`config.mk`:
```
export PLATFORM = sky130hd
export DESIGN_NAME = ssd_scroll_scheduler
export DESIGN_NICKNAME = d
export VERILOG_FILES = /design/src/rtl/ssd_scroll_scheduler.sv
export SDC_FILE = /design/constraint.sdc
export NUM_CORES = 1
export LEC_CHECK = 0
export ABC_AREA = 1
export BUFFER_PORTS_ARGS = -buffer_cell sky130_fd_sc_hd__buf_2
export CORE_MARGIN = 4
export CORE_UTILIZATION = 60
export DETAILED_ROUTE_END_ITERATION = 16
export GPL_TIMING_DRIVEN = 0
export MAX_ROUTING_LAYER = met4
export PLACE_DENSITY = 0.85
export SLEW_MARGIN = 40
export SYNTH_ARGS = -nofsm -noshare
export SYNTH_HDL_FRONTEND = slang
export SYNTH_SLANG_ARGS = --single-unit
```
`constraint.sdc`:
```
create_clock -name clk -period 5.35 [get_ports clk]
set_input_delay 0.8025 -clock clk [delete_from_list [all_inputs] [get_ports clk]]
set_output_delay 0.8025 -clock clk [all_outputs]
set_load 0.02 [all_outputs]
```
`src/rtl/ssd_scroll_scheduler.sv`:
```
// ssd_scroll_scheduler
// Buffers decoded Morse characters (active-low seven-segment patterns) in a
// small FIFO. On each scroll tick one character is shifted into a 4-digit
// window, right to left. A window that sits idle past the hold time is blanked.
module ssd_scroll_scheduler #(
  parameter int FIFO_DEPTH = 8,          // power of two, >= 2
  parameter int SCROLL_DIV = 25000000,   // clk cycles per scroll tick, >= 2
  parameter int HOLD_TICKS = 8           // idle ticks before auto-blank, >= 1
) (
  input  logic                          clk,
  input  logic                          rst_n,
  input  logic                          char_valid,
  input  logic [7:0]                    char_seg,
  output logic                          char_ready,
  input  logic                          clear,
  input  logic                          freeze,
  output logic [31:0]                   cathode_config_combined,
  output logic [$clog2(FIFO_DEPTH):0]   fifo_count,
  output logic                          busy
);

  localparam int AW = $clog2(FIFO_DEPTH);
  localparam int CW = $clog2(SCROLL_DIV);
  localparam int HW = $clog2(HOLD_TICKS + 1) + 1;

  localparam logic [AW:0]   DEPTH_C   = (AW+1)'(FIFO_DEPTH);
  localparam logic [CW-1:0] TICK_LAST = CW'(SCROLL_DIV - 1);
  localparam logic [HW-1:0] HOLD_MAX  = HW'(HOLD_TICKS);

  localparam logic [1:0] ST_EMPTY  = 2'd0;
  localparam logic [1:0] ST_ACTIVE = 2'd1;
  localparam logic [1:0] ST_HOLD   = 2'd2;

  localparam logic [31:0] BLANK = 32'hFFFF_FFFF;

  // FIFO storage and pointers
  logic [FIFO_DEPTH-1:0][7:0] mem;
  logic [AW-1:0]              wr_ptr, rd_ptr;
  logic [AW:0]                count;

  // pacing and window state
  logic [CW-1:0]              tick_cnt;
  logic [HW-1:0]              hold_cnt;
  logic [1:0]                 state;
  logic [31:0]                window;

  logic full, nonempty, tick, push, pop;
  logic [7:0] head;

  assign full       = (count == DEPTH_C);
  assign nonempty   = (count != '0);
  assign head       = mem[rd_ptr];

  // Ready depends only on registered occupancy and the flush request, so a
  // full FIFO refuses a push even when a pop lands in the same cycle.
  assign char_ready = ~full & ~clear;
  assign push       = char_valid & char_ready;

  assign tick       = (tick_cnt == TICK_LAST) & ~freeze;
  // Pop looks at the registered occupancy, so a character arriving on the
  // tick cycle into an empty FIFO waits for the next tick.
  assign pop        = tick & nonempty & ~clear;

  assign cathode_config_combined = window;
  assign fifo_count              = count;
  assign busy                    = (state != ST_EMPTY) | nonempty;

  // character storage; contents need no reset, occupancy is tracked separately
  always_ff @(posedge clk) begin
    if (push) mem[wr_ptr] <= char_seg;
  end

  // FIFO pointers and occupancy
  always_ff @(posedge clk or negedge rst_n) begin
    if (!rst_n) begin
      wr_ptr <= '0;
      rd_ptr <= '0;
      count  <= '0;
    end else if (clear) begin
      wr_ptr <= '0;
      rd_ptr <= '0;
      count  <= '0;
    end else begin
      if (push) wr_ptr <= wr_ptr + 1'b1;
      if (pop)  rd_ptr <= rd_ptr + 1'b1;
      case ({push, pop})
        2'b10:   count <= count + 1'b1;
        2'b01:   count <= count - 1'b1;
        default: count <= count;
      endcase
    end
  end

  // scroll tick divider; holds while frozen, restarts on clear
  always_ff @(posedge clk or negedge rst_n) begin
    if (!rst_n) begin
      tick_cnt <= '0;
    end else if (clear) begin
      tick_cnt <= '0;
    end else if (!freeze) begin
      tick_cnt <= (tick_cnt == TICK_LAST) ? '0 : tick_cnt + 1'b1;
    end
  end

  // window shifting and idle/blank sequencing, advanced only on ticks
  always_ff @(posedge clk or negedge rst_n) begin
    if (!rst_n) begin
      state    <= ST_EMPTY;
      window   <= BLANK;
      hold_cnt <= '0;
    end else if (clear) begin
      state    <= ST_EMPTY;
      window   <= BLANK;
      hold_cnt <= '0;
    end else if (tick) begin
      case (state)
        ST_EMPTY: begin
          if (nonempty) begin
            window <= {window[23:0], head};
            state  <= ST_ACTIVE;
          end
        end
        ST_ACTIVE: begin
          if (nonempty) begin
            window <= {window[23:0], head};
          end else if (HOLD_TICKS == 1) begin
            window   <= BLANK;
            hold_cnt <= '0;
            state    <= ST_EMPTY;
          end else begin
            hold_cnt <= HW'(1);
            state    <= ST_HOLD;
          end
        end
        ST_HOLD: begin
          if (nonempty) begin
            window   <= {window[23:0], head};
            hold_cnt <= '0;
            state    <= ST_ACTIVE;
          end else if (hold_cnt >= HOLD_MAX) begin
            window   <= BLANK;
            hold_cnt <= '0;
            state    <= ST_EMPTY;
          end else begin
            hold_cnt <= hold_cnt + 1'b1;
          end
        end
        default: begin
          state    <= ST_EMPTY;
          window   <= BLANK;
          hold_cnt <= '0;
        end
      endcase
    end
  end

endmodule

```
### Word-level counts from Yosys, hierarchy flattened

Cells that the tools add are included.

* logic and storage cells: 91
* output and inout bits: 38
* flip-flop bits (word level): 138
* input bits: 13

* add/subtract/negate cells: 6
* multiplexer cells: 33
* reductions and logical operators: 12
* magnitude comparators: 4
* eq/ne operators: 12
* bitwise logic cells: 9

Operators by type and width (count)
* $mux 32: 5
* $mux 25: 3
* $bwmux 64: 1
* $pmux 32 s2: 1
* $add 25x1->25 const B: 1
* $eq 25x25->1 const B: 1
* $mux 5: 5
* $bmux 8 s3: 1
* $demux 8 s3: 1
* $mux 8: 2
* $pmux 5 s3: 1
* $mux 2: 6
* $mux 3: 4
* $lt 3x4->1 const B: 2
* $pmux 4 s2: 1
* $reduce_bool 2->1: 4
* $add 3x1->3 const B: 2
* $ne 3x3->1 const B: 2
* $pmux 2 s3: 1
* $reduce_and 3->1: 2
* $add 5x1->5 const B: 1
* $and 1x1->1: 5
* $ge 5x4->1 const B: 1
* $add 4x1->4 const B: 1
* other kinds (17): 22

### Longest topological paths before layout

Gate-level depths: netlist (run 1).

* depth after elaboration: 7
* gate-level depth with buffers: 16
* depth with buffers taken out: 16

### Worst setup path after synthesis (run 1)

OpenSTA, ideal clock, no wires.

* kind: input-to-reg
* start: input port clear
* end: register mem[0] in the netlist's numbering, enable pin
* setup slack: 2.885 ns
* buffers on the path: 1
* data arrival time: 2.095 ns
* stages on the path: 6
* library setup time: 0.370 ns
* path through: buf_2 > a31oi_1 > nand2_1 > inv_1 > nand2_1 > nor2_1

* cells in the longest elaborated chain, start to end: 3

Ends and longest elaborated chain
* from (decl): line 15 `input logic clear,`
* $not 1->1: line 56 `assign char_ready = ~full & ~clear;`
* $and 1x1->1: line 56
* net char_ready: line 14 `output logic char_ready,`
* $and 1x1->1: line 57 `assign push = char_valid & char_ready;`
* to (signal, indexed assignment): line 70 `if (push) mem[wr_ptr] <= char_seg;`
* to (decl): line 37 `logic [FIFO_DEPTH-1:0][7:0] mem;`

The timed path passes the listed nets, and every way through them passes these cells.
A chain may end at the register's enable or synchronous reset.

### Worst setup path in the final report (run 1)

* start: register count[0], in the netlist fifo_count[0]
* end: output port busy

* cells in the longest elaborated chain, start to end: 2

Ends and longest elaborated chain
* from (decl): line 39 `logic [AW:0] count;`
* from (signal assigned): line 87 `2'b10: count <= count + 1'b1;`
* from (signal assigned): line 88 `2'b01: count <= count - 1'b1;`
* from (signal assigned): line 89 `default: count <= count;`
* $reduce_bool 4->1: line 51 `assign nonempty = (count != '0);`
* $or 1x1->1: line 66 `assign busy = (state != ST_EMPTY) | nonempty;`
* to (decl): line 19 `output logic busy`

Every way passes these cells.

==> metrics.md, run 1 <==
| Metric | Value |
|---|---|
| FF-to-FF path depth | 14 |
| Synth warn | 0 |
| WP data required | 4.55 ns |
| Commonest non-fill, non-tap cell in the layout | nand2_1 |
| CP Capture Type | output port |
| Reg area | roughly 3800 um2 |
| Synth Area in Simple Gates | 0.166 |
| Critical Path AT | roughly 1.8 ns |
| Largest net degree at the start of global routing | 45 |
| Final Setup Violations | 0 |
| PwrDens | 471 nW/um2 |
| Final wirelength | between 15000 and 20000 um |
| Max Slew Vio Count | 0 |
| Post-CTS setup buffer count | 0 |
| Main combinational cell family by area after synthesis | simple AND/OR/NAND/NOR gates |
| Startpoint types | register |
| Wl on met1 | between 6000 and 7000 um |
| Synth area leader | edfxtp_1 |
| Fin nets | ~730 |
| Total negative setup slack | 0 ns |
| CTS H-tree lvls | 4 |
| Max Cap Viol | 0 |
| DR DRC count | 0 |
| Clock root cell | clkbuf_8 |
| Post-Synthesis Cell Area | roughly 6400 um2 |
| Top Metal Used | met4 |
| Die height | ~110 um |
| Commonest non-fill, non-tap cells in the layout | nand2_1 (124), edfxtp_1 (64), buf_2 (55), inv_1 (54), a21oi_1 (49) |
| Post-synthesis cell type count | 39 |
| Synth-to-Final Area Change | 16.0% |
| Port Buffers | ~50 |
| Area contributors post-synth | edfxtp_1 (30%), dfrtp_1 (16%), dfstp_2 (13%) |
| Core area | between 10000 and 15000 um2 |
| Average vias per placed instance | between 5 and 6 |
| CTS Sinks | about 140 |
| Io pins | 51 |
| Vias in the first global route | 5177 |
| DRT iter0 DRCs | 439 |
| Initial Utilization | 0.617 |
| Async set-reset flop share out of synthesis | 0.536 |
| Xor/xnor share of the synthesized area | 0.0137 |
| Final hold vios | 0 |
| RSZ-0062 raised after global routing | false |
| Synth Area in Compound Gates | 0.135 |
| Flops & latches, synth | 138 |
| Die footprint | between 10000 and 15000 um2 |
| Rel. slew slack | 0.386 |
| Sequential element share of the synthesized area | 0.596 |
| Clock Latency Late Sink | about 0.54 ns |
| Peak VDD IR | 343 uV |
| GPL Wtd Cong | ~0.94 |
| Worst-path clk slew | about 0.06 ns |
| WHS | approximately 0.14 ns |
| WL/cell | 17.8 um |
| Status | finished, final reports clean |
| Achievable Freq | 386 MHz |
| CTS tree | built |
| Cts bufs inserted | 17 |
| Multi-input gate area | 2270 um2 |
| Crit share post-route | 0.485 |
| Die width | around 110 um |
| Worst-path fanout max | 6 |
| Post-synthesis mux area share | 0.0141 |
| Post-route ant nets | 0 |
| Mapped Cells | approximately 640 |
| Synth Area per Inst | 10.1 um2 |
| Post-synthesis adder-cell area fraction | 0.0235 |
| Static leakage | roughly 3 nW |
| Initial antenna violation count | 0 |
| DR pass1 iterations | 5 |
| Diodes inserted | 0 |
| First-pass GRT wire length | roughly 25000 um |
| Final clock skew | roughly 0.011 ns |
| WL met2 | 7640 um |
| Crit path kind | reg2out |
| Maximum buffer depth of the clock tree | 2 |
| Via count | just over 5k |
| Design Power | 3.50 mW |
| Met3 routed WL | 1130 um |
| Post-cts hold buffer count | 0 |
| Synth Flop Type | edfxtp_1 |
| Fraction of layout cells with a size suffix above 1 | 0.205 |
| EDFF count, synth | between 60 and 70 |
| Pin slew with the least headroom to its limit | ~0.9 ns |
| GRT Util Overall | 0.265 |
| Top cell type's share of synthesized area | 0.300 |
| Worst hold path type | in2async |
| Net Count, Synth | 660 |
| FILL cells | roughly 740 |
| Hpwl dp | around 10000 um |
| Post_cts resized | 0 |
| Final min period | about 2.6 ns |
| Row Count | 37 |
| Congestion Overflow GR | 0 |
[kinds of logic after synthesis]
| kind of cell | after synthesis |
|---|---|
| XOR/XNOR | 10 |
| adder cells (fa/ha/maj) | 12 |
| AO/OA/AOI/OAI | 143 |
| flip-flops | 138 |
| multiplexers | 9 |
| buffers and inverters | 81 |
| AND/OR/NAND/NOR | 242 |
[path summary, 6_finish.rpt]
| path | slack, ns | end | start |
|---|---|---|---|
| max in group asynchronous | 4.62 | cathode_config_combined[0] | rst_n |
| min in group clk | 0.47 | cathode_config_combined[28] | cathode_config_combined[28] |
| min | 0.14 | tick_cnt[20] | rst_n |
| max reg2reg | 2.98 | fifo_count[3] | tick_cnt[0] |
| max | 2.76 | busy | fifo_count[0] |
| min reg2reg | 0.47 | cathode_config_combined[28] | cathode_config_combined[28] |
[final cells by class]
class                   count  area share
well taps                 136      0.0229
clock buffers              19      0.0568
multi-input cells         416       0.305
clock inverters            13      0.0194
repair buffers             50      0.0366
flip-flops and latches    138       0.514
inverters                  56      0.0285
plain buffers              25      0.0168
[registers in the layout (all words and copies together) (netlist names)]
name and flops:
hold_cnt 5, tick_cnt 25, wr_ptr 3, fifo_count 4, state 2, cathode_config_combined 32, mem 64, rd_ptr 3
[Yosys cell counts (12+ instances only)]
library cell,n
nand2_1,124
edfxtp_1,64
inv_1,54
nor2_1,51
a21oi_1,49
dfrtp_1,42
nand3_1,33
dfstp_2,32
o21ai_0,26
o21ai_1,17
clkbuf_1,13
ha_1,12
nor3_1,12
[stage by stage]
step / utilization / instances / setup slack, ns / cell area, um2
floorplan: - / 635 / 2.88 / 6400
global placement: 0.657 / 820 / 2.78 / 6820
detailed placement: 0.660 / 821 / 2.73 / 6850
CTS: 0.715 / 853 / 2.77 / 7410
global route: 0.716 / 853 / 2.66 / 7430
finish: 0.716 / 853 / 2.76 / 7430
[power by group]
group | internal, mW | switching [mW]
combinational | 0.289 | 0.606
clock | 0.666 | 0.456
sequential | 1.35 | 0.128
total | 2.31 | 1.19
[worst max-delay path: stages, from the launching register on]
cell,delay (ns)
dfrtp_1,0.43
nor2_1,0.24
nand3_2,0.20
inv_1,0.16
nand2_1,0.07
buf_2,0.16
[layer usage]
layer / track usage / vias up
li1: - / 2341
met1: 0.325 / 2412
met2: 0.435 / 241
met3: 0.0600 / 36
met4: 0.0957 / 0
met5: - / -
Note: power is estimated with default switching activity, not from simulation.
==> run 2, diff against run 1 <==
--- a/config.mk
+++ b/config.mk
@@ -5,7 +5,7 @@
 export SDC_FILE = /design/constraint.sdc
 export NUM_CORES = 1
 export LEC_CHECK = 0
-export ABC_AREA = 1
+export ABC_AREA = 0
 export BUFFER_PORTS_ARGS = -buffer_cell sky130_fd_sc_hd__buf_2
 export CORE_MARGIN = 4
 export CORE_UTILIZATION = 60
==> constraint.sdc (replaced) <==
create_clock -name clk -period 2.5 [get_ports clk]
set_input_delay 0.375 -clock clk [delete_from_list [all_inputs] [get_ports clk]]
set_output_delay 0.375 -clock clk [all_outputs]
set_load 0.02 [all_outputs]
==> metrics.md, run 2 <==
| Metric | Value |
|---|---|
| Worst-path clk slew | 0.07 ns (about the same) |
| Average vias per placed instance | 6.04 (+2.4%) |
| Port Buffers | 49 (unchanged) |
| Final hold vios | 0 (unchanged) |
| Initial antenna violation count | 0 (unchanged) |
| Area contributors post-synth | edfxtp_1 (30%), dfrtp_1 (17%), dfstp_2 (13%) |
| Final wirelength | 14200 um (-6.3%) |
| WL met2 | 7510 um (-1.7%) |
| Clock Latency Late Sink | 0.54 ns (about the same) |
| Synth area leader | edfxtp_1 |
| Finished Cell Area | 7600 um2 (+2.3%) |
| Crit share post-route | 1.03 |
| CTS tree | built |
| Congestion Overflow GR | 0 (unchanged) |
| Multi-input gate area | 2480 um2 (+9.4%) |
| Max Cap Viol | 0 (unchanged) |
| Placed Cells | 709 (-14%) |
| Io pins | 51 (unchanged) |
| Flops & latches, synth | 138 (unchanged) |
| Fraction of layout cells with a size suffix above 1 | 0.322 (+0.117) |
| GRT Util Overall | 0.250 (-0.0150) |
| WL/cell | 18.9 um (+6.4%) |
| Via count | 4537 (-9.8%) |
| Die height | 111 um (-0.42%) |
| Placed cell areas | 6870 um2 (+0.37%) |
| FILL cells | 641 (-13%) |
| GPL Wtd Cong | 0.837 (-11%) |
| Initial Utilization | 0.614 (-0.00281) |
| Sequential element share of the synthesized area | 0.601 (+0.00541) |
| WP data required | 2.91 ns (-1.64 ns) |
| Pin slew with the least headroom to its limit | 0.867 ns (-0.0507 ns) |
| Post-Synthesis Cell Area | 6340 um2 (-0.90%) |
| Fin nets | 627 (-14%) |
| Wl on met1 | 5350 um (-12%) |
| Top cells by count, synth | nor2_1 (72), edfxtp_1 (64), nand2_1 (62) |
| CP Capture Type | register |
| Mapped Cells | 518 (-18%) |
| Clock root cell | clkbuf_8 |
| Largest net degree at the start of global routing | 66 (+47%) |
| Final worst slack | -0.0640 ns (-2.82 ns) |
| Synth warn | 0 (unchanged) |
| Startpoint types | register |
| Finished Layout Cells | 751 (-12%) |
| Flip-flop count of the largest register after layout | 64 (unchanged) |
| Synth-to-Final Area Change | 19.8% |
| Failing checks | negative setup slack |
| Row Count | 37 (unchanged) |
| Most frequent cell after synthesis | nor2_1 |
| Reg area | 3820 um2 (about the same) |
| Post-place setup slack | -0.144 ns (-2.88 ns) |
| Diodes inserted | 0 (unchanged) |
| Peak VDD IR | 611 uV (+78%) |
| Status | finished, violations left |
| Post-synthesis cell type count | 49 (+26%) |
| Critical Path AT | 2.98 ns (+1.19 ns) |
| Design Power | 6.03 mW (+72%) |
| Commonest non-fill, non-tap cell in the layout | nor2_1 |
| Top Metal Used | met4 |
| Commonest non-fill, non-tap cells in the layout | nor2_1 (71), edfxtp_1 (64), nand2_1 (62), buf_2 (60), dfrtp_1 (39) |
| Die width | 111 um (-0.42%) |
| CTS Sinks | 138 (unchanged) |
| EDFF count, synth | 64 (unchanged) |
| Final Setup Violations | 2 (+2) |
| Final clock skew | 0.00776 ns (-0.00347 ns) |
| Final min period | between 2 and 3 ns |
| Worst-path fanout max | 5 (-1) |
| Max Slew Vio Count | 0 (unchanged) |
| First-pass GRT wire length | 23300 um (-8.4%) |
| Vias in the first global route | 4629 (-11%) |
| Worst hold path type | in2reg |
| Met3 routed WL | 919 um (-19%) |
| DRT iter0 DRCs | 342 (-22%) |
| CTS H-tree lvls | 4 (unchanged) |
| Die footprint | 12300 um2 (-0.83%) |
| WHS | 0.102 ns (-0.0386 ns) |
| Core area | 10300 um2 (-0.45%) |
| Crit path kind | reg2reg |
| Net Count, Synth | 543 (-18%) |
| Maximum buffer depth of the clock tree | 2 (unchanged) |
| RSZ-0062 raised after global routing | true |
| DR DRC count | 0 (unchanged) |
| Post-route ant nets | 0 (unchanged) |
| Top reg by flops | mem |
| Achievable Freq | between 300 and 400 MHz |
| Synth Area per Inst | 12.2 um2 (+21%) |
| DR pass1 iterations | 5 (unchanged) |
| Static leakage | 2.98 nW (-0.71%) |
| Rel. slew slack | 0.418 (+0.0326) |
| PwrDens | 794 nW/um2 (+68%) |
| Synth Flop Type | edfxtp_1 |
| Top cell type's share of synthesized area | 0.303 (+0.00272) |
| Hpwl dp | 9020 um (-10%) |
| Cts bufs inserted | 17 (unchanged) |
| Async set-reset flop share out of synthesis | 0.536 (unchanged) |
-- run 2: cell families (layout without fill, tap and decap cells) --
group | after synthesis | in the layout | share of synthesized area
AO/OA/AOI/OAI | 69 | 69 | 0.0669
XOR/XNOR | 24 | 24 | 0.0361
adder cells (fa/ha/maj) | 12 | 12 | 0.0237
buffers and inverters | 35 | 132 | 0.0282
flip-flops | 138 | 138 | 0.601
multiplexers | 30 | 30 | 0.0807
AND/OR/NAND/NOR | 210 | 210 | 0.163
-- run 2: layout make-up --
class                           count  area share
Sequential cell                   138       0.502
Multi-Input combinational cell    345       0.327
Clock buffer                       18      0.0550
Timing Repair Buffer               66      0.0512
Tap cell                          136      0.0224
Buffer                             29      0.0217
Clock inverter                     14      0.0181
Inverter                            5     0.00247
-- run 2: worst max-delay path, cell delays in order (launching register included) --
cell,delay [ns]
dfrtp_1,0.39
ha_2,0.20
and4_4,0.26
and4_4,0.25
nand4_1,0.17
nor3_4,0.28
ha_4,0.26
o21a_1,0.11
nor3_1,0.17
mux2i_1,0.13
xor2_1,0.17
nor2_1,0.05
-- run 2: timing repair --
action                                  in CTS  in global routing
endpoints found under the setup margin       2                 11
pin swaps                                    5                  7
hold buffers                                 1                  0
endpoints found under the hold margin       42                  0
gates resized for setup                     10                 12
setup buffers                                5                  5
-- run 2: routing by layer --
| metal | vias to the layer above | track usage |
|---|---|---|
| met5 | - | - |
| met4 | 0 | 0.105 |
| met3 | 42 | 0.0557 |
| met2 | 174 | 0.429 |
| met1 | 2261 | 0.284 |
| li1 | 2060 | - |
-- run 2: where the power goes --
part,internal (mW),total (mW),switching (mW)
registers,2.63,2.75,0.123
clock network,1.34,2.34,1.00
logic,0.316,0.938,0.622
-- run 2: path summary, 6_finish.rpt --
path                                                   from                     endpoint  slack (ns)  cells after the start
worst min register to register  cathode_config_combined[18]  cathode_config_combined[26]        0.50                      2
min in group asynchronous                             rst_n                  hold_cnt[4]        0.21                      2
worst max-delay path                            tick_cnt[0]                fifo_count[3]       -0.06                     11
worst max register to register                  tick_cnt[0]                fifo_count[3]       -0.06                     11
worst min-delay path                            char_seg[4]                      mem[20]        0.10                      1
max in group asynchronous                             rst_n  cathode_config_combined[22]        1.71                      3
-- run 2: per-stage QoR --
| stage | setup TNS (ns) | utilization |
|---|---|---|
| 2_1_floorplan | 0 | - |
| 3_3_place_gp | -16.96 | 0.656 |
| 3_5_place_dp | -0.144 | 0.665 |
| 4_1_cts | 0 | 0.726 |
| 5_1_grt | -0.240 | 0.736 |
| 6_report | -0.0989 | 0.736 |
==> run 3, diff against run 2 <==
--- a/config.mk
+++ b/config.mk
@@ -7,12 +7,14 @@
 export LEC_CHECK = 0
 export ABC_AREA = 0
 export BUFFER_PORTS_ARGS = -buffer_cell sky130_fd_sc_hd__buf_2
+export CELL_PAD_IN_SITES_DETAIL_PLACEMENT = 2
+export CELL_PAD_IN_SITES_GLOBAL_PLACEMENT = 2
 export CORE_MARGIN = 4
-export CORE_UTILIZATION = 60
+export CORE_UTILIZATION = 41
 export DETAILED_ROUTE_END_ITERATION = 16
 export GPL_TIMING_DRIVEN = 0
 export MAX_ROUTING_LAYER = met4
-export PLACE_DENSITY = 0.85
+export PLACE_DENSITY = 0.84
 export SLEW_MARGIN = 40
 export SYNTH_ARGS = -nofsm -noshare
 export SYNTH_HDL_FRONTEND = slang
==> metrics.md, run 3 (same netlist as run 2, synthesis figures left out) <==
| Metric | Value |
|---|---|
| DR DRC count | 0 (unchanged) |
| Row Count | 45 (+22%) |
| Crit path kind | reg2reg |
| Core area | 15200 um2 (+47%) |
| CTS tree | built |
| Pin slew with the least headroom to its limit | 0.782 ns (-0.0846 ns) |
| Max Cap Viol | 0 (unchanged) |
| Worst hold path type | in2reg |
| Top reg by flops | mem |
| DR pass1 iterations | 4 (-1) |
| Final worst slack | -0.0538 ns (+0.0102 ns) |
| GRT Util Overall | 0.229 (-0.0211) |
| Design Power | 6.42 mW (+6.4%) |
| Port Buffers | 49 (unchanged) |
| CP Capture Type | register |
| Initial antenna violation count | 0 (unchanged) |
| Crit path max-delay cell type | dfrtp_1 |
| Clock Power Share | 0.415 (+0.027) |
| Seq pwr share | 0.431 (-0.025) |
| WL/cell | 23.8 um (+26%) |
| Final hold vios | 0 (unchanged) |
| Worst path cell trace | ha_1 -> and4_4 -> and4_4 -> nand4_1 -> nor3_4 -> ha_4 -> a31oi_4 -> nor2_2 -> mux2i_1 -> xor2_1 -> nor2_1 |
| Initial Utilization | 0.417 (-0.197) |
| Startpoint types | register |
| Final clock skew | 0.0144 ns (+0.00659 ns) |
| Final min period | 2.55 ns (-0.0102 ns) |
| Fin nets | 637 (+1.6%) |
| Final Util | 0.514 (-0.222) |
| Peak VDD IR | 530 uV (-13%) |
| Synth-to-Final Area Change | 23.1% |
| GPL Wtd Cong | 0.799 (-4.6%) |
| Combinational share of power | 0.154 (about the same) |
| Rel. slew slack | 0.475 (+0.0567) |
| Crit share post-route | 1.02 (-0.00408) |
| Commonest non-fill, non-tap cell in the layout | nor2_1 |
| Cts bufs inserted | 17 (unchanged) |
| Congestion Overflow GR | 0 (unchanged) |
| PwrDens | 822 nW/um2 (+3.5%) |
| Diodes inserted | 0 (unchanged) |
| CP peak stage delay | 0.38 ns (about the same) |
| Achievable Freq | 392 MHz (+0.40%) |
| Vias in the first global route | 5038 (+8.8%) |
| Worst-path fanout max | 4 (-1) |
| Internal power | 4.55 mW (+6.2%) |
| Static leakage | 3.07 nW (+2.9%) |
| Sw Pwr | 1.87 mW (+6.8%) |
| DRT iter0 DRCs | 264 (-23%) |
| Clock Latency Late Sink | 0.44 ns (-0.10 ns) |
| Post-route ant nets | 0 (unchanged) |
| Die footprint | 17500 um2 (+43%) |
| FILL cells | 1442 (+120%) |
| Worst-path clk slew | 0.07 ns (about the same) |
| WP data required | 2.82 ns (-0.09 ns) |
| Hpwl dp | 12400 um (+38%) |
| Maximum buffer depth of the clock tree | 2 (unchanged) |
| CTS H-tree lvls | 4 (unchanged) |
| Flip-flop count of the largest register after layout | 64 (unchanged) |
| Fraction of layout cells with a size suffix above 1 | 0.342 (+0.0204) |
| Via count | 4614 (+1.7%) |
| Die width | 132 um (+19%) |
| Largest net degree at the start of global routing | 52 (-21%) |
| RSZ-0062 raised after global routing | true |
| Final Setup Violations | 1 (-1) |
| Status | finished, violations left |
| Die height | 132 um (+19%) |
| Average vias per placed instance | 5.68 (-6.1%) |
| Io pins | 51 (unchanged) |
| Critical Path AT | 2.87 ns (-0.11 ns) |
| CP most frequent cell | and4_4 |
| CTS Sinks | 138 (unchanged) |
| Commonest non-fill, non-tap cells in the layout | nor2_1 (70), edfxtp_1 (64), nand2_1 (62), buf_2 (61) |
| Post-place setup slack | -0.169 ns (-0.0243 ns) |
| Max Slew Vio Count | 0 (unchanged) |
| First-pass GRT wire length | 30100 um (+29%) |
| Switching Fraction | 0.291 (+0.00106) |
| Failing checks | negative setup slack |
| WHS | 0.209 ns (+0.108 ns) |
| Clock root cell | clkbuf_16 |
| Final wirelength | 19300 um (+36%) |
[run 3: cell count changes in the layout (fill, tap and decap cells not counted), sizes merged]
cell      delta
buf         +10
bufinv       +2
clkinvlp     -3
clkinv       +1
[run 3: final timing paths]
check / start / endpoint / slack, ns / depth (start not counted)
worst max-delay path: tick_cnt[0] / fifo_count[3] / -0.05 / 11
worst min register to register: cathode_config_combined[19] / cathode_config_combined[27] / 0.50 / 2
min in group asynchronous: rst_n / tick_cnt[2] / 0.37 / 2
worst max register to register: tick_cnt[0] / fifo_count[3] / -0.05 / 11
worst min-delay path: char_seg[3] / mem[19] / 0.21 / 1
max in group asynchronous: rst_n / cathode_config_combined[19] / 1.51 / 3
[run 3: critical path, delay by kind of cell, from the launching register on]
| family | cells | cell delay (ns) |
|---|---|---|
| multiplexers | 1 | 0.23 |
| AO/OA/AOI/OAI | 1 | 0.13 |
| XOR/XNOR | 1 | 0.19 |
| adder cells (fa/ha/maj) | 2 | 0.44 |
| AND/OR/NAND/NOR | 6 | 1.05 |
| flip-flops | 1 | 0.38 |
[run 3: layer usage]
| layer | track usage | routed length, um | vias up |
|---|---|---|---|
| met5 | - | 0 | - |
| met4 | 0.0751 | 452 | 0 |
| li1 | - | - | 2088 |
| met3 | 0.0427 | 448 | 34 |
| met2 | 0.387 | 10200 | 70 |
| met1 | 0.279 | 8190 | 2422 |
[run 3: timing repair]
item                       4_1_cts  5_1_grt
hold buffers                     1        0
gates cloned                     0        0
hold endpoints to repair        23        0
setup buffers                    4       13
gates resized for setup         15       12
pin swaps                        2        7
setup endpoints to repair        2        8
[run 3: metrics by stage]
| step | TNS (ns) | cell area [um2] | cells |
|---|---|---|---|
| floorplan | 0 | 6360 | 518 |
| global placement | -26.05 | 6840 | 755 |
| detailed placement | -0.896 | 6960 | 764 |
| CTS | 0 | 7660 | 800 |
| finish | -0.0538 | 7810 | 813 |
| global route | -0.954 | 7810 | 813 |
[run 3: power by group through the flow]
| stage | sequential, mW | combinational, mW | clock [mW] |
|---|---|---|---|
| after CTS | 2.77 | 0.982 | 2.72 |
| after global placement | 2.79 | 0.896 | 0 |
| after floorplan | 2.94 | 0.431 | 0 |
| after detailed placement | 2.81 | 0.957 | 0 |
| final | 2.76 | 0.991 | 2.66 |
| after global routing | 2.79 | 1.08 | 2.82 |
[run 3: layout make-up]
cell class	count	area, um2	share of cell area
buffer	29	161	0.0207
clock buffer	18	429	0.0550
clock inverter	14	185	0.0237
inverter	5	18.8	0.00240
multi-input combinational	345	2490	0.319
sequential	138	3820	0.490
tap	188	235	0.0301
timing repair buffer	76	462	0.0591
